## config.mk

```make
export PLATFORM = sky130hd
export DESIGN_NAME = wb_i2c_fifo_master
export DESIGN_NICKNAME = d
export VERILOG_FILES = /design/src/rtl/wb_i2c_fifo_master.sv
export SDC_FILE = /design/constraint.sdc
export NUM_CORES = 1
export LEC_CHECK = 0
export CAP_MARGIN = 20
export CORE_UTILIZATION = 50
export DETAILED_ROUTE_END_ITERATION = 6
export HOLD_SLACK_MARGIN = 0.05
export MAX_ROUTING_LAYER = met4
export PLACE_DENSITY = 0.77
export SYNTH_ARGS = -nofsm -noshare
export SYNTH_HDL_FRONTEND = slang
export SYNTH_SLANG_ARGS = --single-unit
```

## constraint.sdc

```tcl
create_clock -name clk -period 8.18 [get_ports clk]
set_input_delay 0.818 -clock clk [delete_from_list [all_inputs] [get_ports clk]]
set_output_delay 0.818 -clock clk [all_outputs]
set_load 0.1 [all_outputs]
```

## src/rtl/wb_i2c_fifo_master.sv

```systemverilog
// Queued Wishbone I2C master: command FIFO feeding a bit engine with a runtime
// SCL divider, clock-stretch support and automatic STOP on NACK; RX FIFO for reads.
`ifndef MM_REG_ADDR_BITS
`define MM_REG_ADDR_BITS 4
`endif

module wb_i2c_fifo_master #(
  parameter logic [`MM_REG_ADDR_BITS-1:0] REG_ADDR_CSR  = `MM_REG_ADDR_BITS'(0),
  parameter logic [`MM_REG_ADDR_BITS-1:0] REG_ADDR_CMD  = `MM_REG_ADDR_BITS'(1),
  parameter logic [`MM_REG_ADDR_BITS-1:0] REG_ADDR_DATA = `MM_REG_ADDR_BITS'(2),
  parameter logic [`MM_REG_ADDR_BITS-1:0] REG_ADDR_DIV  = `MM_REG_ADDR_BITS'(3),
  parameter int                           FIFO_DEPTH_LOG2 = 3,
  parameter logic [7:0]                   DEFAULT_DIV   = 8'd250
) (
  input  logic                         clk,
  input  logic                         sync_reset,
  input  logic                         stb_i,
  input  logic                         we_i,
  input  logic [`MM_REG_ADDR_BITS-1:0] adr_wr_i,
  input  logic [`MM_REG_ADDR_BITS-1:0] adr_rd_i,
  input  logic [7:0]                   dat_i,
  output logic [7:0]                   dat_o,
  output logic                         ack_o,
  input  logic                         sda_in,
  input  logic                         scl_in,
  output logic                         sda_out,
  output logic                         scl_out,
  output logic [2:0]                   dbg_state
);
  localparam int PW    = FIFO_DEPTH_LOG2;
  localparam int DEPTH = 1 << FIFO_DEPTH_LOG2;
  localparam logic [1:0] OP_START = 2'd0, OP_STOP = 2'd1, OP_WRITE = 2'd2, OP_READ = 2'd3;

  typedef enum logic [2:0] {S_IDLE, S_FETCH, S_START, S_STOP, S_XFER} state_t;
  state_t state, next_state;

  logic                         wr_v;
  logic [`MM_REG_ADDR_BITS-1:0] wr_a;
  logic [7:0]                   wr_d;
  logic enable, nack_seen, overflow;
  logic [7:0] q_reg, tx_stage;

  logic [10:0]  cmd_mem [DEPTH];
  logic [PW-1:0] cmd_wp, cmd_rp;
  logic [PW:0]   cmd_cnt;
  logic [7:0]   rx_mem [DEPTH];
  logic [PW-1:0] rx_wp, rx_rp;
  logic [PW:0]   rx_cnt;

  logic [7:0] q_cnt, q_cur, shreg, cur_byte;
  logic [1:0] phase, cur_op;
  logic [3:0] bit_cnt;
  logic       cur_nack, ack_bit, fetch_wait;
  logic       sda_nxt, scl_nxt;

  logic csr_wr, cmd_wr, data_wr, div_wr, fifo_flush, cmd_flush;
  logic cmd_full, cmd_empty, rx_full, rx_empty, cmd_push, cmd_pop, rx_push, rx_pop;
  logic [10:0] head;
  logic timed, stretch_hold, tick, state_end, fetch_go, nack_evt, sample, tx_bit;
  logic [7:0] status;

  // Bus writes go through one register stage before touching any state.
  always_ff @(posedge clk) begin
    if (sync_reset) begin
      wr_v <= 1'b0;
      wr_a <= '0;
      wr_d <= 8'h00;
    end else begin
      wr_v <= stb_i & we_i;
      wr_a <= adr_wr_i;
      wr_d <= dat_i;
    end
  end

  assign csr_wr     = wr_v & (wr_a == REG_ADDR_CSR);
  assign cmd_wr     = wr_v & (wr_a == REG_ADDR_CMD);
  assign data_wr    = wr_v & (wr_a == REG_ADDR_DATA);
  assign div_wr     = wr_v & (wr_a == REG_ADDR_DIV);
  assign fifo_flush = csr_wr & wr_d[2];

  assign cmd_full  = (cmd_cnt == (PW+1)'(DEPTH));
  assign cmd_empty = (cmd_cnt == '0);
  assign rx_full   = (rx_cnt == (PW+1)'(DEPTH));
  assign rx_empty  = (rx_cnt == '0);
  assign head      = cmd_mem[cmd_rp];

  assign timed        = (state == S_START) || (state == S_STOP) || (state == S_XFER);
  assign stretch_hold = (state == S_XFER) && (phase == 2'd1 || phase == 2'd2) && !scl_in;
  assign tick         = timed && (q_cnt == q_cur - 8'd1) && !stretch_hold;
  assign state_end    = tick && (phase == 2'd3) && (state != S_XFER || bit_cnt == 4'd8);
  assign sample       = tick && (state == S_XFER) && (phase == 2'd2);
  assign fetch_go     = (state == S_FETCH) && !fetch_wait && !cmd_empty &&
                        !(head[9:8] == OP_READ && rx_full);
  assign nack_evt     = state_end && (state == S_XFER) && (cur_op == OP_WRITE) && ack_bit;
  assign cmd_pop      = fetch_go;
  assign cmd_flush    = fifo_flush | nack_evt;
  assign cmd_push     = cmd_wr & (!cmd_full | cmd_pop);
  assign rx_pop       = stb_i & ~we_i & (adr_rd_i == REG_ADDR_DATA) & ~rx_empty;
  assign rx_push      = state_end && (state == S_XFER) && (cur_op == OP_READ) && (!rx_full || rx_pop);

  always_ff @(posedge clk) begin
    if (sync_reset) begin
      enable    <= 1'b0;
      nack_seen <= 1'b0;
      overflow  <= 1'b0;
      q_reg     <= DEFAULT_DIV;
      tx_stage  <= 8'h00;
    end else begin
      if (csr_wr) enable <= wr_d[0];
      if (div_wr) q_reg <= (wr_d == 8'h00) ? 8'd1 : wr_d;
      if (data_wr) tx_stage <= wr_d;
      if (csr_wr && wr_d[1]) begin
        nack_seen <= 1'b0;
        overflow  <= 1'b0;
      end
      if (cmd_wr && cmd_full && !cmd_pop) overflow <= 1'b1;
      if (nack_evt) nack_seen <= 1'b1;
    end
  end

  always_ff @(posedge clk) begin
    if (sync_reset || cmd_flush) begin
      cmd_wp  <= '0;
      cmd_rp  <= '0;
      cmd_cnt <= '0;
    end else begin
      if (cmd_push) begin
        cmd_mem[cmd_wp] <= {wr_d[2], wr_d[1:0], tx_stage};
        cmd_wp <= cmd_wp + PW'(1);
      end
      if (cmd_pop) cmd_rp <= cmd_rp + PW'(1);
      cmd_cnt <= cmd_cnt + (PW+1)'(cmd_push) - (PW+1)'(cmd_pop);
    end
  end

  // A byte finishing in the same cycle as a flush still lands in the RX FIFO.
  always_ff @(posedge clk) begin
    if (sync_reset) begin
      rx_wp  <= '0;
      rx_rp  <= '0;
      rx_cnt <= '0;
    end else if (fifo_flush) begin
      rx_rp <= '0;
      if (rx_push) begin
        rx_mem[PW'(0)] <= shreg;
        rx_wp  <= PW'(1);
        rx_cnt <= (PW+1)'(1);
      end else begin
        rx_wp  <= '0;
        rx_cnt <= '0;
      end
    end else begin
      if (rx_push) begin
        rx_mem[rx_wp] <= shreg;
        rx_wp <= rx_wp + PW'(1);
      end
      if (rx_pop) rx_rp <= rx_rp + PW'(1);
      rx_cnt <= rx_cnt + (PW+1)'(rx_push) - (PW+1)'(rx_pop);
    end
  end

  always_ff @(posedge clk) begin
    if (sync_reset) state <= S_IDLE;
    else            state <= next_state;
  end

  always_comb begin
    next_state = state;
    case (state)
      S_IDLE:  if (enable && !cmd_empty) next_state = S_FETCH;
      S_FETCH: begin
        if (cmd_empty) next_state = S_IDLE;
        else if (fetch_go) begin
          case (head[9:8])
            OP_START: next_state = S_START;
            OP_STOP:  next_state = S_STOP;
            default:  next_state = S_XFER;
          endcase
        end
      end
      default: begin
        if (state_end) begin
          if (nack_evt)                   next_state = S_STOP;
          else if (enable && !cmd_empty)  next_state = S_FETCH;
          else                            next_state = S_IDLE;
        end
      end
    endcase
  end

  // Phase timing; a new divider value is picked up only at phase boundaries.
  always_ff @(posedge clk) begin
    if (sync_reset) begin
      q_cnt      <= 8'h00;
      q_cur      <= DEFAULT_DIV;
      phase      <= 2'd0;
      bit_cnt    <= 4'd0;
      cur_op     <= OP_START;
      cur_nack   <= 1'b0;
      cur_byte   <= 8'h00;
      shreg      <= 8'h00;
      ack_bit    <= 1'b0;
      fetch_wait <= 1'b1;
    end else begin
      fetch_wait <= (state == S_IDLE);
      if (fetch_go) begin
        cur_nack <= head[10];
        cur_op   <= head[9:8];
        cur_byte <= head[7:0];
        phase    <= 2'd0;
        bit_cnt  <= 4'd0;
        q_cnt    <= 8'h00;
        q_cur    <= q_reg;
      end else if (tick) begin
        q_cnt <= 8'h00;
        q_cur <= q_reg;
        phase <= phase + 2'd1;
        if (phase == 2'd3) bit_cnt <= bit_cnt + 4'd1;
      end else if (timed && !stretch_hold) begin
        q_cnt <= q_cnt + 8'd1;
      end
      if (sample) begin
        if (bit_cnt == 4'd8) ack_bit <= sda_in;
        else                 shreg   <= {shreg[6:0], sda_in};
      end
    end
  end

  assign tx_bit = (bit_cnt == 4'd8) ? ((cur_op == OP_READ) ? cur_nack : 1'b1)
                                    : ((cur_op == OP_READ) ? 1'b1 : cur_byte[~bit_cnt[2:0]]);

  // Idle and fetch hold the lines so a bus left mid-transaction stays put.
  always_comb begin
    sda_nxt = sda_out;
    scl_nxt = scl_out;
    case (state)
      S_FETCH: if (!fetch_wait && !cmd_empty && head[9:8] == OP_READ && rx_full) scl_nxt = 1'b0;
      S_START: begin
        sda_nxt = (phase == 2'd0);
        scl_nxt = (phase == 2'd0) || (phase == 2'd1);
      end
      S_STOP: begin
        sda_nxt = phase[1];
        scl_nxt = (phase != 2'd0);
      end
      S_XFER: begin
        sda_nxt = tx_bit;
        scl_nxt = (phase == 2'd1) || (phase == 2'd2);
      end
      default: ;
    endcase
  end

  always_ff @(posedge clk) begin
    if (sync_reset) begin
      sda_out <= 1'b1;
      scl_out <= 1'b1;
    end else begin
      sda_out <= sda_nxt;
      scl_out <= scl_nxt;
    end
  end

  assign status    = {state != S_IDLE, nack_seen, cmd_full, cmd_empty, rx_full, rx_empty, overflow, enable};
  assign ack_o     = stb_i;
  assign dbg_state = state;

  always_comb begin
    dat_o = 8'h00;
    if (adr_rd_i == REG_ADDR_CSR)       dat_o = status;
    else if (adr_rd_i == REG_ADDR_DATA) dat_o = rx_empty ? 8'h00 : rx_mem[rx_rp];
    else if (adr_rd_i == REG_ADDR_DIV)  dat_o = q_reg;
  end
endmodule
```

Word-level counts from Yosys, hierarchy flattened
Memories as Yosys holds them, arrays and structs flattened. A register that Yosys moved wholly into a read port is not among the register bits.
Index checks and enable logic that the tools add are counted.
{"block": "word_totals", "elab_cells": 196, "n_memories": 2, "input_bits": 22, "register_bits": 100, "ramBits": 152, "output_inout_bits": 14}
{"block": "op_classes", "n_reduce_logical": 66, "mux": 48, "n_eq_ne": 24, "addsub": 12, "bitwise_logic": 16, "order_cmp": 1}
{"name": "cmd_mem", "depth": 8, "word_bits": 11, "rd": 1, "rd_clocked_by_memory_dff": 1, "wr": 1, "line": "43", "rtl": "logic [10:0] cmd_mem [DEPTH];"}
{"name": "rx_mem", "depth": 8, "word_bits": 8, "rd": 1, "rd_clocked_by_memory_dff": 1, "wr": 1, "line": "46", "rtl": "logic [7:0] rx_mem [DEPTH];"}
{"operator": "two-way mux 8 bit", "count": 8}
{"operator": "two-way mux 3 bit", "count": 11}
{"operator": "logical AND 1 bit", "count": 25}
{"operator": "two-way mux 1 bit", "count": 22}
{"operator": "== test 4 x 2 -> 1 bit, second input constant", "count": 4}
{"operator": "zero test 4 bit", "count": 4}
{"operator": "adder 3 x 1 -> 3 bit, second input constant", "count": 4}
{"operator": "== test 4 bit, second input constant", "count": 3}
{"operator": "case mux 3 bit (2 select lines)", "count": 2}
{"operator": "bitwise AND 1 bit", "count": 10}
{"operator": "== test 2 bit, second input constant", "count": 5}
{"operator": "nonzero test 2 bit", "count": 5}
{"operator": "nonzero test 3 bit", "count": 3}
{"operator": "adder 4 x 1 -> 4 bit", "count": 2}
{"operator": "adder 8 x 1 -> 8 bit, second input constant", "count": 1}
{"operator": "== test 8 bit", "count": 1}
{"operator": "zero test 1 bit", "count": 8}
{"operator": "zero test 8 bit", "count": 1}
{"operator": "AND reduction 2 bit", "count": 4}
{"operator": "OR reduction 8 bit", "count": 1}
{"operator": "subtractor 4 x 1 -> 4 bit", "count": 2}
{"operator": "subtractor 8 x 1 -> 8 bit, second input constant", "count": 1}
{"operator": "logical OR 1 bit", "count": 7}
{"operator": "== test 3 x 2 -> 1 bit, second input constant", "count": 2}
{"operator": "24 further kinds", "count": 31}

Logic depth before layout (Yosys ltp)
Gate-level depths: netlist (run 1).
{"block": "depth", "ltp_word": 17, "depth_mapped": 14, "ltp_nobuf": 14}

Worst setup path after synthesis (run 1)
Ideal clock, no wire load.
{"block": "synth_timing", "kind": "input to output", "from": "input adr_rd_i[1]", "to": "output dat_o[5]", "n_path_buf": 1, "t_required_ns": 7.362, "arrival_ns": 3.344, "stages": 4, "path_slack_ns": 4.018, "path_cell_list": "nor4_1 clkbuf_1 a221oi_1 a21oi_1"}
{"block": "synth_via", "elab_chain_len": 4, "word_cells_on_any_way": 6, "cone_classes": "eq/ne: 2; mux: 3; reduce/logical: 1"}
{"element": "from (decl)", "line": "20", "rtl": "input logic [`MM_REG_ADDR_BITS-1:0] adr_rd_i,"}
{"element": "== test 4 x 2 -> 1 bit", "line": "272", "rtl": "else if (adr_rd_i == REG_ADDR_DIV) dat_o = q_reg;"}
{"element": "two-way mux 8 bit", "line": "272"}
{"element": "two-way mux 8 bit", "line": "271", "rtl": "else if (adr_rd_i == REG_ADDR_DATA) dat_o = rx_empty ? 8'h00 : rx_mem[rx_rp];"}
{"element": "two-way mux 8 bit (*)", "line": "270", "rtl": "if (adr_rd_i == REG_ADDR_CSR) dat_o = status;"}
{"element": "to (decl)", "line": "22", "rtl": "output logic [7:0] dat_o,"}
Every way passes the cells marked *; elsewhere a longest branch is shown, timed or not.

Worst setup path in the final report (run 1)
{"block": "layout_timing", "from": "input adr_rd_i[1]", "to": "output dat_o[3]"}
The elaborated chain is that of the path after synthesis.

==> metrics, run 1 <==
synthesized cell area 10760 um^2; CP required approximately 7.4 ns; Avg Cell Area, Syn 13.84 um^2; number of flip-flops in the largest register 88; Least-Margin Pin Slew approximately 1.1 ns; crit share post-route between 50% and 60%; Layout Skew ~0.018 ns; routed wire length per instance 18.92 um; vias in the first global route between 6000 and 7000; Initial DRC Count 569; first-pass GRT wire length approximately 34000 um; clock buffer count from CTS 26; slew margin rel. 23.41%; max-cap violations 0; Post-synth EDFFs around 150; NumNets Final approximately 870; final setup vio count 0; fillers around 1600; Final ANT Viol Nets 0; Placement Setup Slack between 3 and 4 ns; Synth cell types 63; Fmax achieved approximately 0.21 GHz; area of the multi-input gates ~4000 um^2; Yosys reg bits 258; hold crit path type reg -> reg; Port Buffer Count 35; row count between 50 and 60; share of layout cells above drive strength 1 between 10% and 20%; CTS resizes 0; DR pass1 iterations 5; Initial Util 51.01%; Regs by FF count cmd_mem: 88 flops, rx_mem: 64 flops; Crit Path Category in -> out; DR vias/cell about 5.7; Post-synth ARST share 0%; CTS Hold Bufs 0; Sequential cell area 6686 um^2; min cycle time layout approximately 4.7 ns; Reg with most FFs cmd_mem; PD cells about 220 nW/um^2; placer congestion estimate 0.8691; Final Max Tran Viols 0; leak pwr approximately 0.0043 uW; cell count after synthesis slightly below 800; min setup slack post-route around 3.5 ns; final WL about 21000 um; Critical Path AT 3.86 ns; largest net degree at the start of global routing 55; Clock transition at path regs 0.05 ns; Clk Latency, worst-skew pair 0.54 ns; RSZ-0062 raised after global routing no; Mapped Nets around 820; die extent in x 148.7 um; part of the Yosys area used for sequential elements 62.16%; Worst setup SP type input port; outcome finished, final reports clean; Post-DP HPWL between 10000 and 15000 um; DIE AREA about 22000 um^2; Synth Warn # 0; Root Driver clkbuf_16; final hold viol count 0; CTS tree built; core region area about 21000 um^2; worst-path maximum fanout 8; htree depth 1; setup TNS 0 ns; Post CTS Setup Buffer Count 0; initial antenna violation count 0; grt ovf 0; DR vias between 6000 and 7000; GRT Overall Usage between 20% and 30%; crit end category output pin; # IOs 36; DP Cell Count 1071; Die Y-Extent roughly 150 um; Clock Path Buffers 3; area delta synth->final 14.20%; Most used DFF post-synth edfxtp_1; VDD IR max between 0.00015 and 0.0002 V; DRC viols 0; ant diodes 0; clk sink count between 200 and 300; final non-filler cell total 1121
-- through the flow --
| step | hold WS [ns] | instance area [um^2] | util (%) | power, uW |
|---|---|---|---|---|
| after detailed placement | 0.4874 | 11480 | 54.43 | 1624 |
| after global routing | 0.5193 | 12280 | 58.25 | 2750 |
| after CTS | 0.5005 | 12250 | 58.09 | 2676 |
| after floorplan | 0.4568 | 10760 | - | 1570 |
| final | 0.4955 | 12280 | 58.25 | 2662 |
| after global placement | 0.4775 | 11480 | 54.43 | 1621 |
-- cell type report --
class,count,area share (%)
Tap cell,275,2.801
Multi-Input combinational cell,462,31.68
Clock inverter,16,0.8046
Inverter,26,0.7945
Timing Repair Buffer,52,4.013
Sequential cell,258,54.43
Clock buffer,32,5.480
-- final timing paths --
check / from / end / slack, ns / cells after the start
worst max-delay path: adr_rd_i[1] / dat_o[3] / 3.50 / 5
worst min-delay path: cur_byte[3] / cur_byte[3] / 0.50 / 2
worst max register to register: flip-flop / cmd_mem[2][8] / 3.82 / 7
worst min register to register: cur_byte[3] / cur_byte[3] / 0.50 / 2
-- cell families after synthesis --
| group | Yosys count | synth area share (%) |
|---|---|---|
| compound gates | 92 | 6.060 |
| buf+inv | 57 | 2.129 |
| flops | 258 | 62.16 |
| mux | 99 | 13.90 |
| simple gates | 217 | 10.34 |
| xor+xnor | 29 | 2.361 |
| fa+ha+maj | 25 | 3.048 |
-- routing by layer --
layer | up-vias | track usage (%) | wire length (um) | share of wire [%]
li1 | 3020 | - | - | -
met1 | 3094 | 29.01 | 9491 | 45
met2 | 206 | 30.72 | 9825 | 46
met3 | 42 | 2.975 | 1326 | 6.3
met4 | 0 | 6.598 | 561 | 2.6
met5 | - | - | 0 | 0
-- cell usage after synthesis, types with 3 or more instances --
master | instances | area (um^2)
a211oi_1 | 10 | 75.07
a21oi_1 | 32 | 160.2
a221oi_1 | 10 | 87.58
a31oi_1 | 3 | 18.77
and3_1 | 5 | 31.28
and4_1 | 3 | 26.28
buf_1 | 3 | 11.26
buf_2 | 9 | 45.04
clkbuf_1 | 18 | 67.56
dfxtp_1 | 106 | 2122
edfxtp_1 | 152 | 4564
ha_1 | 23 | 287.8
inv_1 | 25 | 93.84
mux2_2 | 13 | 146.4
mux2i_1 | 47 | 470.5
mux4_2 | 39 | 878.3
nand2_1 | 43 | 161.4
nand2b_1 | 7 | 43.79
nand3_1 | 8 | 40.04
nand4_1 | 4 | 25.02
nor2_1 | 86 | 322.8
nor2b_1 | 16 | 100.1
nor3_1 | 9 | 45.04
nor3b_1 | 6 | 45.04
nor4_1 | 11 | 68.82
o211ai_1 | 7 | 52.55
o21a_1 | 3 | 22.52
o21ai_0 | 7 | 35.03
or3_1 | 3 | 18.77
xnor2_1 | 16 | 140.1
xor2_1 | 13 | 113.9
-- report_power, final --
part	internal, uW	total [uW]	switching [uW]	leakage, uW
combinational	63.5	196	132	0.00147
clock	588	1060	475	0.000379
sequential	1380	1400	25.4	0.00242
total	2030	2660	633	0.00426
-- worst max-delay path, stage by stage --
cell and delay [ns]:
clkdlybuf4s50_1 0.50, nor4bb_1 0.97, a221oi_1 0.24, a21oi_1 0.18, clkdlybuf4s50_1 1.16
-- layout by cell type, fill, tap and decap left out, drive strengths merged, types with 4 or more instances in the layout --
master / netlist / routed
nand2: 43 / 43
xnor2: 16 / 16
nor2: 86 / 86
nand2b: 7 / 7
buf: 13 / 18
ha: 23 / 23
a211oi: 10 / 10
mux2i: 47 / 47
inv: 26 / 27
o211ai: 7 / 7
and3: 5 / 5
clkbuf: 18 / 32
a221oi: 11 / 11
mux4: 39 / 39
nor3b: 6 / 6
mux2: 13 / 13
a21oi: 32 / 32
nor4: 13 / 13
xor2: 13 / 13
clkinv: 0 / 15
clkdlybuf4s50: 0 / 34
dfxtp: 106 / 106
nor3: 9 / 9
nor2b: 16 / 16
nand4: 4 / 4
a31oi: 4 / 4
edfxtp: 152 / 152
o21ai: 9 / 9
nand3: 8 / 8
or3: 4 / 4
(Power assumes the default switching activity.)
==> run 2: changes to the inputs <==
==> constraint.sdc (replaced) <==
create_clock -name clk -period 4.52 [get_ports clk]
set_input_delay 0.452 -clock clk [delete_from_list [all_inputs] [get_ports clk]]
set_output_delay 0.452 -clock clk [all_outputs]
set_load 0.1 [all_outputs]
==> metrics, run 2 (synthesized netlist as in run 1, its figures left out) <==
outcome finished, final reports clean; GRT Overall Usage 21.23% (+0.68 points); Clock Path Buffers 3 (unchanged); Crit Path Category reg -> reg; Clk Latency, worst-skew pair 0.54 ns (about the same); Cell Area, Placed 11500 um^2 (+0.22%); PD cells 405.8 nW/um^2 (+87%); Root Driver clkbuf_16; Final Max Tran Viols 0 (unchanged); most common cell after layout, fill and taps aside edfxtp_1; Worst setup SP type flip-flop; crit path cell chain inv_1, ha_1, o21ba_2, a221oi_1, o211ai_1, nor4_4, inv_2, ha_1, inv_1, ha_1, inv_1, fa_1, xor2_1, nor2_1; cell family with most CP delay adder cells; final hold viol count 0 (unchanged); Initial DRC Count 583 (+2.5%); CTS tree built; CP Launch Point q_cur[0]; R2R cell count 14 (+7); DR vias 6448 (+1.4%); clock buffer count from CTS 26 (unchanged); most frequent cells in the layout edfxtp_1, dfxtp_1, nor2_1; # IOs 36 (unchanged); RSZ-0062 raised after global routing no; Buf+Inv Stages, Crit Path 4 (+2); Port Buffer Count 35 (unchanged); Tot Pwr 5038 uW (+89%); VDD IR max 0.0003588 V (+89%); vias in the first global route 6243 (+0.61%); min cycle time layout ~3.6 ns; number of flip-flops in the largest register 88 (unchanged); initial antenna violation count 0 (unchanged); Layout Skew 0.02675 ns (+0.008728 ns); stages on the worst setup path 14 (+9); final setup vio count 0 (unchanged); max-cap violations 0 (unchanged); area of the multi-input gates 3891 um^2 (unchanged); Post CTS Setup Buffer Count 0 (unchanged); Reg with most FFs cmd_mem; reg2reg end rx_cnt[2]; post-route cell area 12410 um^2 (+1.1%); Clock transition at path regs 0.06 ns (about the same); row count 53 (unchanged); placer congestion estimate 0.8236 (-5.2%); clk sink count 258 (unchanged); Regs by FF count cmd_mem: 88 flops, rx_mem: 64 flops; Sequential cell area 6686 um^2 (unchanged); DR vias/cell 5.711 (+0.63%); routed wire length per instance 20.01 um (+5.8%); share of layout cells above drive strength 1 17.92% (+2.8 points); worst-path maximum fanout 7 (-1); slew margin rel. 28.81% (+5.4 points); hold path cells 2 (unchanged); Critical-path top delay cell a221oi_1; Initial Util 51.01% (unchanged); largest net degree at the start of global routing 55 (unchanged); DRC viols 0 (unchanged); worst setup path endpoint rx_cnt[2]; first-pass GRT wire length 34720 um (+2.8%); worst r2r src q_cur[0]; NumNets Final 881 (+0.92%); Die Y-Extent 148.7 um (unchanged); area delta synth->final 15.41%; grt ovf 0 (unchanged); CP required 4.94 ns (-2.42 ns); ant diodes 0 (unchanged); max incr delay on CP 0.46 ns (-0.70 ns); Critical Path AT 4.06 ns (+0.20 ns); hold_sp dat_i[7]; final WL 22590 um (+6.5%); setup TNS 0 ns (unchanged); crit share post-route 80.51%; DIE AREA 22100 um^2 (unchanged); Post-DP HPWL 14830 um (+4.4%); core region area 21090 um^2 (unchanged); leak pwr 0.004304 uW (+0.92%); htree depth 1 (unchanged); setup slack, reg-to-reg 0.88 ns (-2.94 ns); Fmax achieved 0.2748 GHz; crit end category flip-flop; fillers 1622 (-0.73%); hold crit path type in -> reg; CTS Hold Bufs 0 (unchanged); DR pass1 iterations 4 (-1); die extent in x 148.7 um (unchanged); Least-Margin Pin Slew 1.068 ns (-0.06545 ns); Final ANT Viol Nets 0 (unchanged); Hold Worst Slack 0.4633 ns (-0.03222 ns); CTS resizes 0 (unchanged)
run 2: changes by cell type in the layout (fill, tap and decap cells not counted), moves of 3 or more:
| cell | before | now |
|---|---|---|
| buf_4 | 16 | 31 |
| clkinv_1 | 8 | 2 |
| clkbuf_1 | 6 | 3 |
| bufinv_16 | 0 | 3 |
| clkinvlp_4 | 0 | 5 |
| clkdlybuf4s50_1 | 34 | 26 |
| clkinv_4 | 0 | 3 |
run 2: per-layer routing:
| metal | GRT usage, % | vias up | part of all wire, % |
|---|---|---|---|
| met2 | 32.99 | 237 | 48 |
| met1 | 28.95 | 3137 | 43 |
| li1 | - | 3028 | - |
| met5 | - | - | 0 |
| met4 | 6.495 | 0 | 2.3 |
| met3 | 3.129 | 46 | 6.7 |
run 2: power by group:
part | leakage, uW | switching [uW] | internal (uW)
sequential | 0.00238 | 31.7 | 2490
clock | 0.000409 | 905 | 1240
combinational | 0.00152 | 251 | 119
run 2: cell type report:
type	count	area share [%]
Sequential cell	258	53.86
Multi-Input combinational cell	462	31.34
Clock buffer	29	5.332
Timing Repair Buffer	60	4.273
Tap cell	275	2.772
Clock inverter	19	1.633
Inverter	26	0.7861
run 2: worst min path at each step:
stage | to | slack [ns]
after floorplan | nack_seen | 0.46
after global placement | nack_seen | 0.47
after detailed placement | nack_seen | 0.48
after CTS | wr_d[7] | 0.45
after global routing | wr_a[3] | 0.47
final | wr_d[7] | 0.46
run 2: through the flow:
step                std cells  util [%]  worst slack, ns
floorplan                 777         -           0.8272
global placement         1077     54.54           0.7437
detailed placement       1077     54.54           0.6176
CTS                      1125     58.64           0.8355
global route             1129     58.87           0.6557
finish                   1129     58.87           0.8810
